## src/rtl/da_pkg.sv

```systemverilog
// Shared types for the DA scheduler: sample width, FSM state encoding and
// the two-way round-robin pick used by the arbiter.
package da_pkg;

  localparam int SAMPLE_W = 10;

  typedef logic [SAMPLE_W-1:0] sample_t;

  typedef enum logic [2:0] {
    ST_IDLE      = 3'd0,
    ST_START     = 3'd1,
    ST_WAIT_BUSY = 3'd2,
    ST_WAIT_DONE = 3'd3,
    ST_GAP       = 3'd4
  } state_t;

  // Returns the winning requester index; last_grant=1 means requester 1 was served last.
  function automatic logic rr_pick(input logic [1:0] req, input logic last_grant);
    logic pick;
    case (req)
      2'b01:   pick = 1'b0;
      2'b10:   pick = 1'b1;
      2'b11:   pick = ~last_grant;
      default: pick = 1'b0;
    endcase
    return pick;
  endfunction

endpackage

```

## src/rtl/da_sched_if.sv

```systemverilog
// Request/acknowledge and DA-driver handshake bundle for da_sched.
interface da_sched_if
  import da_pkg::*;
();

  logic    req0;
  sample_t data0;
  logic    ack0;
  logic    req1;
  sample_t data1;
  logic    ack1;
  sample_t da_data;
  logic    send_start;
  logic    send_finish;
  logic    busy;
  logic    err;

  // scheduler side
  modport slave (
    input  req0, data0, req1, data1, send_finish,
    output ack0, ack1, da_data, send_start, busy, err
  );

  // requesters and DA driver side
  modport master (
    output req0, data0, req1, data1, send_finish,
    input  ack0, ack1, da_data, send_start, busy, err
  );

endinterface

```

## src/rtl/da_sched_rr_arb2.sv

```systemverilog
// Two-way round-robin arbiter; last_grant only advances when a grant is taken.
module rr_arb2
  import da_pkg::*;
(
  input  logic       clk,
  input  logic       rst_n,
  input  logic [1:0] req,
  input  logic       take,
  output logic [1:0] gnt
);

  logic last_grant_r;
  logic pick_s;

  // one-hot grant from the current request pattern
  always_comb begin
    pick_s = rr_pick(req, last_grant_r);
    gnt    = 2'b00;
    if (req != 2'b00) begin
      gnt = pick_s ? 2'b10 : 2'b01;
    end else begin
      gnt = 2'b00;
    end
  end

  // reset to 1 so requester 0 wins the first contested grant
  always_ff @(posedge clk or negedge rst_n) begin
    if (!rst_n) begin
      last_grant_r <= 1'b1;
    end else if (take && (req != 2'b00)) begin
      last_grant_r <= pick_s;
    end else begin
      last_grant_r <= last_grant_r;
    end
  end

endmodule

```

## src/rtl/da_sched.sv

```systemverilog
// DA conversion scheduler: arbitrates two sample sources onto one DA driver,
// sequencing start, busy handshake, busy timeout and the inter-conversion gap.
module da_sched
  import da_pkg::*;
#(
  parameter int unsigned MIN_GAP = 8,
  parameter int unsigned BUSY_TO = 4
) (
  input logic       CLK_50M,
  input logic       RST_N,
  da_sched_if.slave bus
);

  localparam logic [7:0] GAP_LOAD = 8'(MIN_GAP - 1);
  // the START cycle already counts toward the busy timeout
  localparam logic [7:0] TO_LAST  = (BUSY_TO > 1) ? 8'(BUSY_TO - 1) : 8'd1;

  state_t     state_r;
  state_t     state_s;
  logic       grant_s;
  logic       timeout_s;
  logic [1:0] gnt_s;
  sample_t    sel_data_s;
  logic [7:0] gap_cnt_r;
  logic [7:0] to_cnt_r;
  sample_t    da_data_r;
  logic       ack0_r;
  logic       ack1_r;
  logic       send_start_r;
  logic       busy_r;
  logic       err_r;

  rr_arb2 u_arb (
    .clk   (CLK_50M),
    .rst_n (RST_N),
    .req   ({bus.req1, bus.req0}),
    .take  (grant_s),
    .gnt   (gnt_s)
  );

  // sample of the arbitration winner
  always_comb begin
    sel_data_s = bus.data0;
    if (gnt_s[1]) begin
      sel_data_s = bus.data1;
    end else begin
      sel_data_s = bus.data0;
    end
  end

  // next-state decode, grant and timeout strobes
  always_comb begin
    state_s   = state_r;
    grant_s   = 1'b0;
    timeout_s = 1'b0;
    case (state_r)
      ST_IDLE: begin
        if (bus.send_finish && (bus.req0 || bus.req1)) begin
          grant_s = 1'b1;
          state_s = ST_START;
        end else begin
          state_s = ST_IDLE;
        end
      end
      ST_START: begin
        state_s = ST_WAIT_BUSY;
      end
      ST_WAIT_BUSY: begin
        if (!bus.send_finish) begin
          state_s = ST_WAIT_DONE;
        end else if (to_cnt_r >= TO_LAST) begin
          timeout_s = 1'b1;
          state_s   = ST_GAP;
        end else begin
          state_s = ST_WAIT_BUSY;
        end
      end
      ST_WAIT_DONE: begin
        if (bus.send_finish) begin
          state_s = ST_GAP;
        end else begin
          state_s = ST_WAIT_DONE;
        end
      end
      ST_GAP: begin
        if (gap_cnt_r == 8'd0) begin
          state_s = ST_IDLE;
        end else begin
          state_s = ST_GAP;
        end
      end
      default: begin
        state_s = ST_IDLE;
      end
    endcase
  end

  // state register
  always_ff @(posedge CLK_50M or negedge RST_N) begin
    if (!RST_N) begin
      state_r <= ST_IDLE;
    end else begin
      state_r <= state_s;
    end
  end

  // gap counter reloads on GAP entry; timeout counter restarts at each grant
  always_ff @(posedge CLK_50M or negedge RST_N) begin
    if (!RST_N) begin
      gap_cnt_r <= 8'd0;
      to_cnt_r  <= 8'd0;
    end else begin
      if ((state_s == ST_GAP) && (state_r != ST_GAP)) begin
        gap_cnt_r <= GAP_LOAD;
      end else if ((state_r == ST_GAP) && (gap_cnt_r != 8'd0)) begin
        gap_cnt_r <= gap_cnt_r - 8'd1;
      end else begin
        gap_cnt_r <= gap_cnt_r;
      end

      if (grant_s) begin
        to_cnt_r <= 8'd0;
      end else if ((state_r == ST_START) || (state_r == ST_WAIT_BUSY)) begin
        to_cnt_r <= to_cnt_r + 8'd1;
      end else begin
        to_cnt_r <= to_cnt_r;
      end
    end
  end

  // registered outputs; ack and send_start both coincide with the START cycle
  always_ff @(posedge CLK_50M or negedge RST_N) begin
    if (!RST_N) begin
      da_data_r    <= '0;
      ack0_r       <= 1'b0;
      ack1_r       <= 1'b0;
      send_start_r <= 1'b0;
      busy_r       <= 1'b0;
      err_r        <= 1'b0;
    end else begin
      ack0_r       <= grant_s & gnt_s[0];
      ack1_r       <= grant_s & gnt_s[1];
      send_start_r <= grant_s;
      busy_r       <= (state_s != ST_IDLE);
      err_r        <= timeout_s;
      if (grant_s) begin
        da_data_r <= sel_data_s;
      end else begin
        da_data_r <= da_data_r;
      end
    end
  end

  assign bus.da_data    = da_data_r;
  assign bus.ack0       = ack0_r;
  assign bus.ack1       = ack1_r;
  assign bus.send_start = send_start_r;
  assign bus.busy       = busy_r;
  assign bus.err        = err_r;

endmodule
```

## src/flat_wrapper.sv

```systemverilog
// flat-port wrapper written by rule: the top's interface ports become plain ports
module da_sched_flat import da_pkg::*;
#(
  parameter int unsigned MIN_GAP = 8,
  parameter int unsigned BUSY_TO = 4
)
  (CLK_50M, RST_N, bus_req0, bus_data0, bus_req1, bus_data1, bus_send_finish, bus_ack0, bus_ack1, bus_da_data, bus_send_start, bus_busy, bus_err);
  da_sched_if bus_i ();
  input logic CLK_50M;
  input logic RST_N;
  input wire logic [$bits(bus_i.req0)-1:0] bus_req0;
  input wire logic [$bits(bus_i.data0)-1:0] bus_data0;
  input wire logic [$bits(bus_i.req1)-1:0] bus_req1;
  input wire logic [$bits(bus_i.data1)-1:0] bus_data1;
  input wire logic [$bits(bus_i.send_finish)-1:0] bus_send_finish;
  output wire logic [$bits(bus_i.ack0)-1:0] bus_ack0;
  output wire logic [$bits(bus_i.ack1)-1:0] bus_ack1;
  output wire logic [$bits(bus_i.da_data)-1:0] bus_da_data;
  output wire logic [$bits(bus_i.send_start)-1:0] bus_send_start;
  output wire logic [$bits(bus_i.busy)-1:0] bus_busy;
  output wire logic [$bits(bus_i.err)-1:0] bus_err;
  assign bus_i.req0 = bus_req0;
  assign bus_i.data0 = bus_data0;
  assign bus_i.req1 = bus_req1;
  assign bus_i.data1 = bus_data1;
  assign bus_i.send_finish = bus_send_finish;
  assign bus_ack0 = bus_i.ack0;
  assign bus_ack1 = bus_i.ack1;
  assign bus_da_data = bus_i.da_data;
  assign bus_send_start = bus_i.send_start;
  assign bus_busy = bus_i.busy;
  assign bus_err = bus_i.err;
  da_sched #(.MIN_GAP(MIN_GAP), .BUSY_TO(BUSY_TO)) u_core (.CLK_50M(CLK_50M), .RST_N(RST_N), .bus(bus_i));
endmodule
```

## config.mk

```make
export PLATFORM = sky130hd
export DESIGN_NAME = da_sched_flat
export DESIGN_NICKNAME = d
export VERILOG_FILES = /design/src/rtl/da_pkg.sv /design/src/rtl/da_sched_if.sv /design/src/rtl/da_sched_rr_arb2.sv /design/src/rtl/da_sched.sv /design/src/flat_wrapper.sv
export SDC_FILE = /design/constraint.sdc
export NUM_CORES = 1
export LEC_CHECK = 0
export CORE_UTILIZATION = 55
export CTS_BUF_LIST = sky130_fd_sc_hd__clkbuf_2 sky130_fd_sc_hd__clkbuf_4 sky130_fd_sc_hd__clkbuf_8
export CTS_CLUSTER_SIZE = 20
export DETAILED_ROUTE_END_ITERATION = 10
export PLACE_DENSITY = 0.95
export RECOVER_POWER = 50
export SLEW_MARGIN = 40
export SYNTH_ARGS = -nofsm -noshare
export SYNTH_HDL_FRONTEND = slang
export SYNTH_SLANG_ARGS = --single-unit
```

## constraint.sdc

```tcl
create_clock -name CLK_50M -period 4.73 [get_ports CLK_50M]
set_input_delay 1.419 -clock CLK_50M [delete_from_list [all_inputs] [get_ports CLK_50M]]
set_output_delay 1.419 -clock CLK_50M [all_outputs]
set_load 0.01 [all_outputs]
```

=== Word-level counts from Yosys, hierarchy flattened ===
Index checks and enable logic that the tools add are counted.

* $add $sub $neg: 2
* Multipliers: 0
* Divide/modulo/power cells: 0
* Order comparisons: 1
* Equality and inequality tests: 8
* Shift-type cells: 0
* Muxes and demuxes: 19
* Bitwise gates (word level): 3
* Reduce and logical (&&, ||, !) cells: 13

{| class="wikitable"
|+ Operators with widths
! kind !! number
|-
| two-way mux 8 bit || 4
|-
| one-hot mux 3 bit (5 select lines) || 1
|-
| two-way mux 3 bit || 4
|-
| two-way mux 10 bit || 1
|-
| adder 8 x 1 -> 8 bit (second input constant) || 1
|-
| >= comparator 8 x 2 -> 1 bit (second input constant) || 1
|-
| logical NOT 8 bit || 1
|-
| nonzero test 8 bit || 1
|-
| subtractor 8 x 1 -> 8 bit (second input constant) || 1
|-
| equality test 3 x 2 -> 1 bit (second input constant) || 2
|-
| equality test 3 bit (second input constant) || 2
|-
| two-way mux 1 bit || 6
|-
| nonzero test 2 bit || 3
|-
| equality test 2 bit (second input constant) || 2
|-
| logical AND 1 bit || 4
|-
| two-way mux 2 bit || 2
|-
| equality test 3 x 1 -> 1 bit (second input constant) || 1
|-
| logical NOT 3 bit || 1
|-
| inequality test 3 bit (second input constant) || 1
|-
| nonzero test 3 bit || 1
|-
| bitwise AND 1 bit || 2
|-
| logical OR 1 bit || 2
|-
| one-hot mux 1 bit (2 select lines) || 1
|-
| NOT 1 bit || 1
|}

* Register bits: 35
* Latch bits: 0
* RAM bits: 0
* Memory bits (read-only): 0
* Input bits: 25
* Word-level logic and storage cells: 56
* Memories: 0

=== Longest topological paths before layout ===
* Depth after elaboration: 7
* Mapped depth: 7
* Gate-level depth less buffers: 6

=== Cells and area by module ===
Synthesis repeated with hierarchy kept, for this count alone.

* Cell total of the unflattened synthesis: 162
* Area total of the unflattened synthesis: 1709.1 um^2

{| class="wikitable"
|+ Modules (own cells, without submodules)
! module !! instances !! cells each !! area an instance (um^2)
|-
| da_sched || 1 || 156 || 1652.8
|-
| rr_arb2 || 1 || 6 || 56.3
|}

=== Least setup slack after synthesis ===
Ideal clock, no wire load.

* Path kind: in2reg
* Start: input port bus_send_finish
* End: register u_core.da_data_r[1], in the netlist u_core.bus.da_data[1]
* Library setup time: 0.118 ns
* Arrival time: 2.367 ns
* Slack: 2.245 ns
* Stages on the path: 5
* Buffers on the path: 1
* Path through: nor2b_1 -> o211ai_1 -> buf_2 -> a22o_1 -> a21o_1

* Longest elaborated chain between the ends: 3

{| class="wikitable"
|+ RTL lines
! what !! line !! text
|-
| from (decl) || flat_wrapper.sv:15 || <nowiki>input wire logic [$bits(bus_i.send_finish)-1:0] bus_send_finish;</nowiki>
|-
| logical AND 1 bit || da_sched.sv:58 || <nowiki>if (bus.send_finish && (bus.req0 || bus.req1)) begin</nowiki>
|-
| two-way mux 1 bit || da_sched.sv:58 ||
|-
| two-way mux 1 bit || da_sched.sv:56 || <nowiki>case (state_r)</nowiki>
|-
| to (signal assigned) || da_sched.sv:147 || <nowiki>da_data_r <= sel_data_s;</nowiki>
|-
| to (signal assigned) || da_sched.sv:149 || <nowiki>da_data_r <= da_data_r;</nowiki>
|-
| to (decl) || da_sched.sv:26 || <nowiki>sample_t da_data_r;</nowiki>
|}

No other way between the ends.
A chain may end at the register's enable or synchronous reset.

=== Worst setup path after layout ===
* Start: input port bus_send_finish
* End: register u_core.da_data_r[6], in the netlist u_core.bus.da_data[6]

The elaborated chain is that of the path after synthesis.

==> results.md <==
- Worst Hold Class: register to register
- Crit path max fanout: 11
- Pre-CTS setup slack: 991 ps
- Largest net degree at the start of global routing: 36
- RD Place Congestion: about 0.91
- Post-synthesis cell area: 0.00168 sq mm
- CP Cell Sequence: dlygate4sd3_1 > nor2b_1 > o211ai_1 > buf_4 > nor2_1 > a21o_1
- Post-synthesis cell type count: 39
- P&R area growth vs syn: 28.1%
- Vias in the first global route: between 1000 and 1500
- Routed via count: around 1400
- Synth Area in Compound Gates: 0.195
- Post-synthesis register bit count: 35
- Final Setup Violations: 0
- Clock root cell: clkbuf_4
- Buffers on Ports: 39
- Max cap viols: 1
- Cell count after synthesis: ~150
- Critical path's slowest cell: dlygate4sd3_1
- Element type at the critical path start: input pin
- Synth Area in Adders: 0.0224
- Die X: between 50 and 60 um
- Ys Warns: 0
- Antenna-violating nets left: 0
- XOR/XNOR Fraction of Synth Area: 0.0575
- Part of the cycle the worst path needs: 0.724
- Worst-Margin Slew: between 1500 and 2000 ps
- Largest family of logic cells by synthesized area: compound AO/OA/AOI/OAI gates
- Insertion delay to the later sink of the worst-skew pair: 330 ps
- Number of fill cells: 174
- Routed vias/inst: 6.12
- CP max stage delay: around 600 ps
- CTS tree: done
- Power per Cell Area: 569 mW/mm^2
- WL per Instance: around 16 um
- Fmax: 292 MHz
- Core ar.: roughly 0.0028 sq mm
- WL final: approximately 3700 um
- Hpwl dp: between 2000 and 3000 um
- Final setup margin: roughly 1300 ps
- ANT cells: 0
- Top FF cell, synth: dfrtp_1
- Rel. slew slack: -0.212
- Num CTS Buffers: 5
- Failing checks: capacitance limit, slew limit
- Simple-gate share of the synthesized area: 0.176
- Crit end category: register
- Slew Viols, Final: 36
- First-pass GRT wire length: approximately 6300 um
- Family with the most delay on the worst path: buffers and inverters
- Setup Crit Path Kind: input pin to register
- Seq/Total Area, Yosys: 0.524
- Initial core utilization: 0.592
- Syn Area/Cell: 11.1 sq um
- CTS H-Tree Depth: 2
- Die area: approximately 0.0033 sq mm
- RSZ-0062 raised after global routing: false
- Post-CTS Setup Inserts: 0
- Leading area contributor after synthesis: dfrtp_1
- Syn_nets: 179
- Initial antenna violation count: 0
- Minimum clock period: approximately 3400 ps
- Fin nets: 221
- Standard-cell rows: 19
- Number of enable flip-flop cells after synthesis: 0
- Post-synthesis mux area share: 0
- Clock buffer depth: 2
- Final-report hold violation count: 0
- Resized Gates After CTS: 0
- Initial drt markers: 32
- Most frequent cell after synthesis: dfrtp_1
- Worst EP required: about 5000 ps
- Crit path DAT: 3700 ps
- VDD IR max: between 0.4 and 0.5 mV
- Top Ports: 40
- Status: complete, but fails checks
- DIE HEIGHT: about 57 um
- Post-CTS Hold Buffers: 0
- CTS clk-pin slew, worst paths: approximately 100 ps
- Leak pwr: 0.964 nW
- Clk_skew: 14.6 ps
- Yosys top cell area share: 0.508
- Worst R2R Setup Slack: between 2000 and 2500 ps
- Setup TNS: 0 ps
- Most frequent cells after synthesis: dfrtp_1, nor2_1, a21o_1
- Share of cells above drive strength 1: 0.0979
- Top cells by area, synth: dfrtp_1, a22o_1, a21o_1
- CTS sink cnt: 35
- First drt pass iteration count: 4
- Drt drc: 0
- Async S/R FF share, synth: 1.00
- Gr usage total: 0.257
- Bufs and invs on worst path: 2
- GR Overflow Total: 0
layout by cell type (no fill, tap or decap), types with 2 or more instances in the layout:
cell type / n
ha_1: 3
inv_1: 3
or3_1: 3
a22o_1: 10
nor2_1: 14
xor2_1: 4
nor3_1: 5
a21o_1: 11
dlygate4sd3_1: 2
a21oi_1: 5
o21ai_0: 3
clkdlybuf4s50_1: 37
nor4_1: 3
nand2_1: 9
nand4_1: 3
nor2b_1: 2
o211ai_1: 6
or4_4: 3
xnor2_1: 7
clkbuf_4: 6
dfrtp_1: 34
worst reg2reg max path: stages, from the launching register on:
cell,delay [ps]
dfrtp_1,520
nor2b_1,320
o211ai_1,320
buf_4,270
nor2_1,550
a21o_1,220
worst paths after layout:
path / start / end / cells past startpoint
max: bus_send_finish / u_core.bus.da_data[6] / 6
min: u_core.u_arb.last_grant_r / u_core.u_arb.last_grant_r / 1
max reg2reg: u_core.state_r[2] / u_core.bus.da_data[6] / 5
min reg2reg: u_core.u_arb.last_grant_r / u_core.u_arb.last_grant_r / 1
max in group asynchronous: RST_N / u_core.state_r[1] / 2
min in group asynchronous: RST_N / u_core.bus.da_data[5] / 2
power breakdown:
| part | switching (mW) | leakage, nW | internal [mW] | total [mW] |
|---|---|---|---|---|
| sequential | 0.102 | 0.444 | 0.406 | 0.508 |
| clock | 0.0959 | 0.0387 | 0.0778 | 0.174 |
| combinational | 0.253 | 0.481 | 0.287 | 0.539 |
registers in the layout (all words and copies together), names as in the netlist:
| register | cells |
|---|---|
| u_core.gap_cnt_r | 8 |
| u_core.u_arb.last_grant_r | 1 |
| u_core.bus.ack1 | 1 |
| u_core.to_cnt_r | 8 |
| u_core.bus.da_data | 10 |
| u_core.bus.ack0 | 1 |
| u_core.bus.err | 1 |
| u_core.bus.send_start | 1 |
| u_core.bus.busy | 1 |
| u_core.state_r | 3 |
logic make-up (layout without fill, tap and decap cells):
logic type	Yosys count	in the layout
AOI/OAI and AO/OA	41	41
xor gates and xnor gates	11	11
adders and majority gates	3	3
buffers and inverters	10	53
DFF	35	35
and+or+nand+nor	51	51
cell type report:
cell class / count / area [sq um] / area share
Sequential cell: 35 / 877 / 0.409
Multi-Input combinational cell: 106 / 749 / 0.349
Timing Repair Buffer: 41 / 402 / 0.187
Clock buffer: 7 / 58.8 / 0.0274
Tap cell: 31 / 38.8 / 0.0181
Inverter: 4 / 15.0 / 0.00700
Clock inverter: 1 / 5.00 / 0.00233
stage by stage:
stage / cells / total power [mW] / hold WS, ps / cell area [sq um] / util
after global placement: 216 / 1.01 / 499 / 2080 / 0.736
after CTS: 225 / 1.23 / 524 / 2150 / 0.762
after floorplan: 151 / 0.838 / 492 / 1680 / -
final: 225 / 1.22 / 524 / 2150 / 0.759
after detailed placement: 217 / 1.05 / 508 / 2090 / 0.739
after global routing: 225 / 1.30 / 533 / 2150 / 0.759
metal layers:
metal | global-route usage | up-vias | part of all wire
met5 | 0 | - | 0
met4 | 0.0732 | 0 | 0.010
met3 | 0.0771 | 6 | 0.069
met2 | 0.405 | 65 | 0.48
met1 | 0.350 | 673 | 0.44
li1 | - | 632 | -
(Power assumes the default switching activity.)
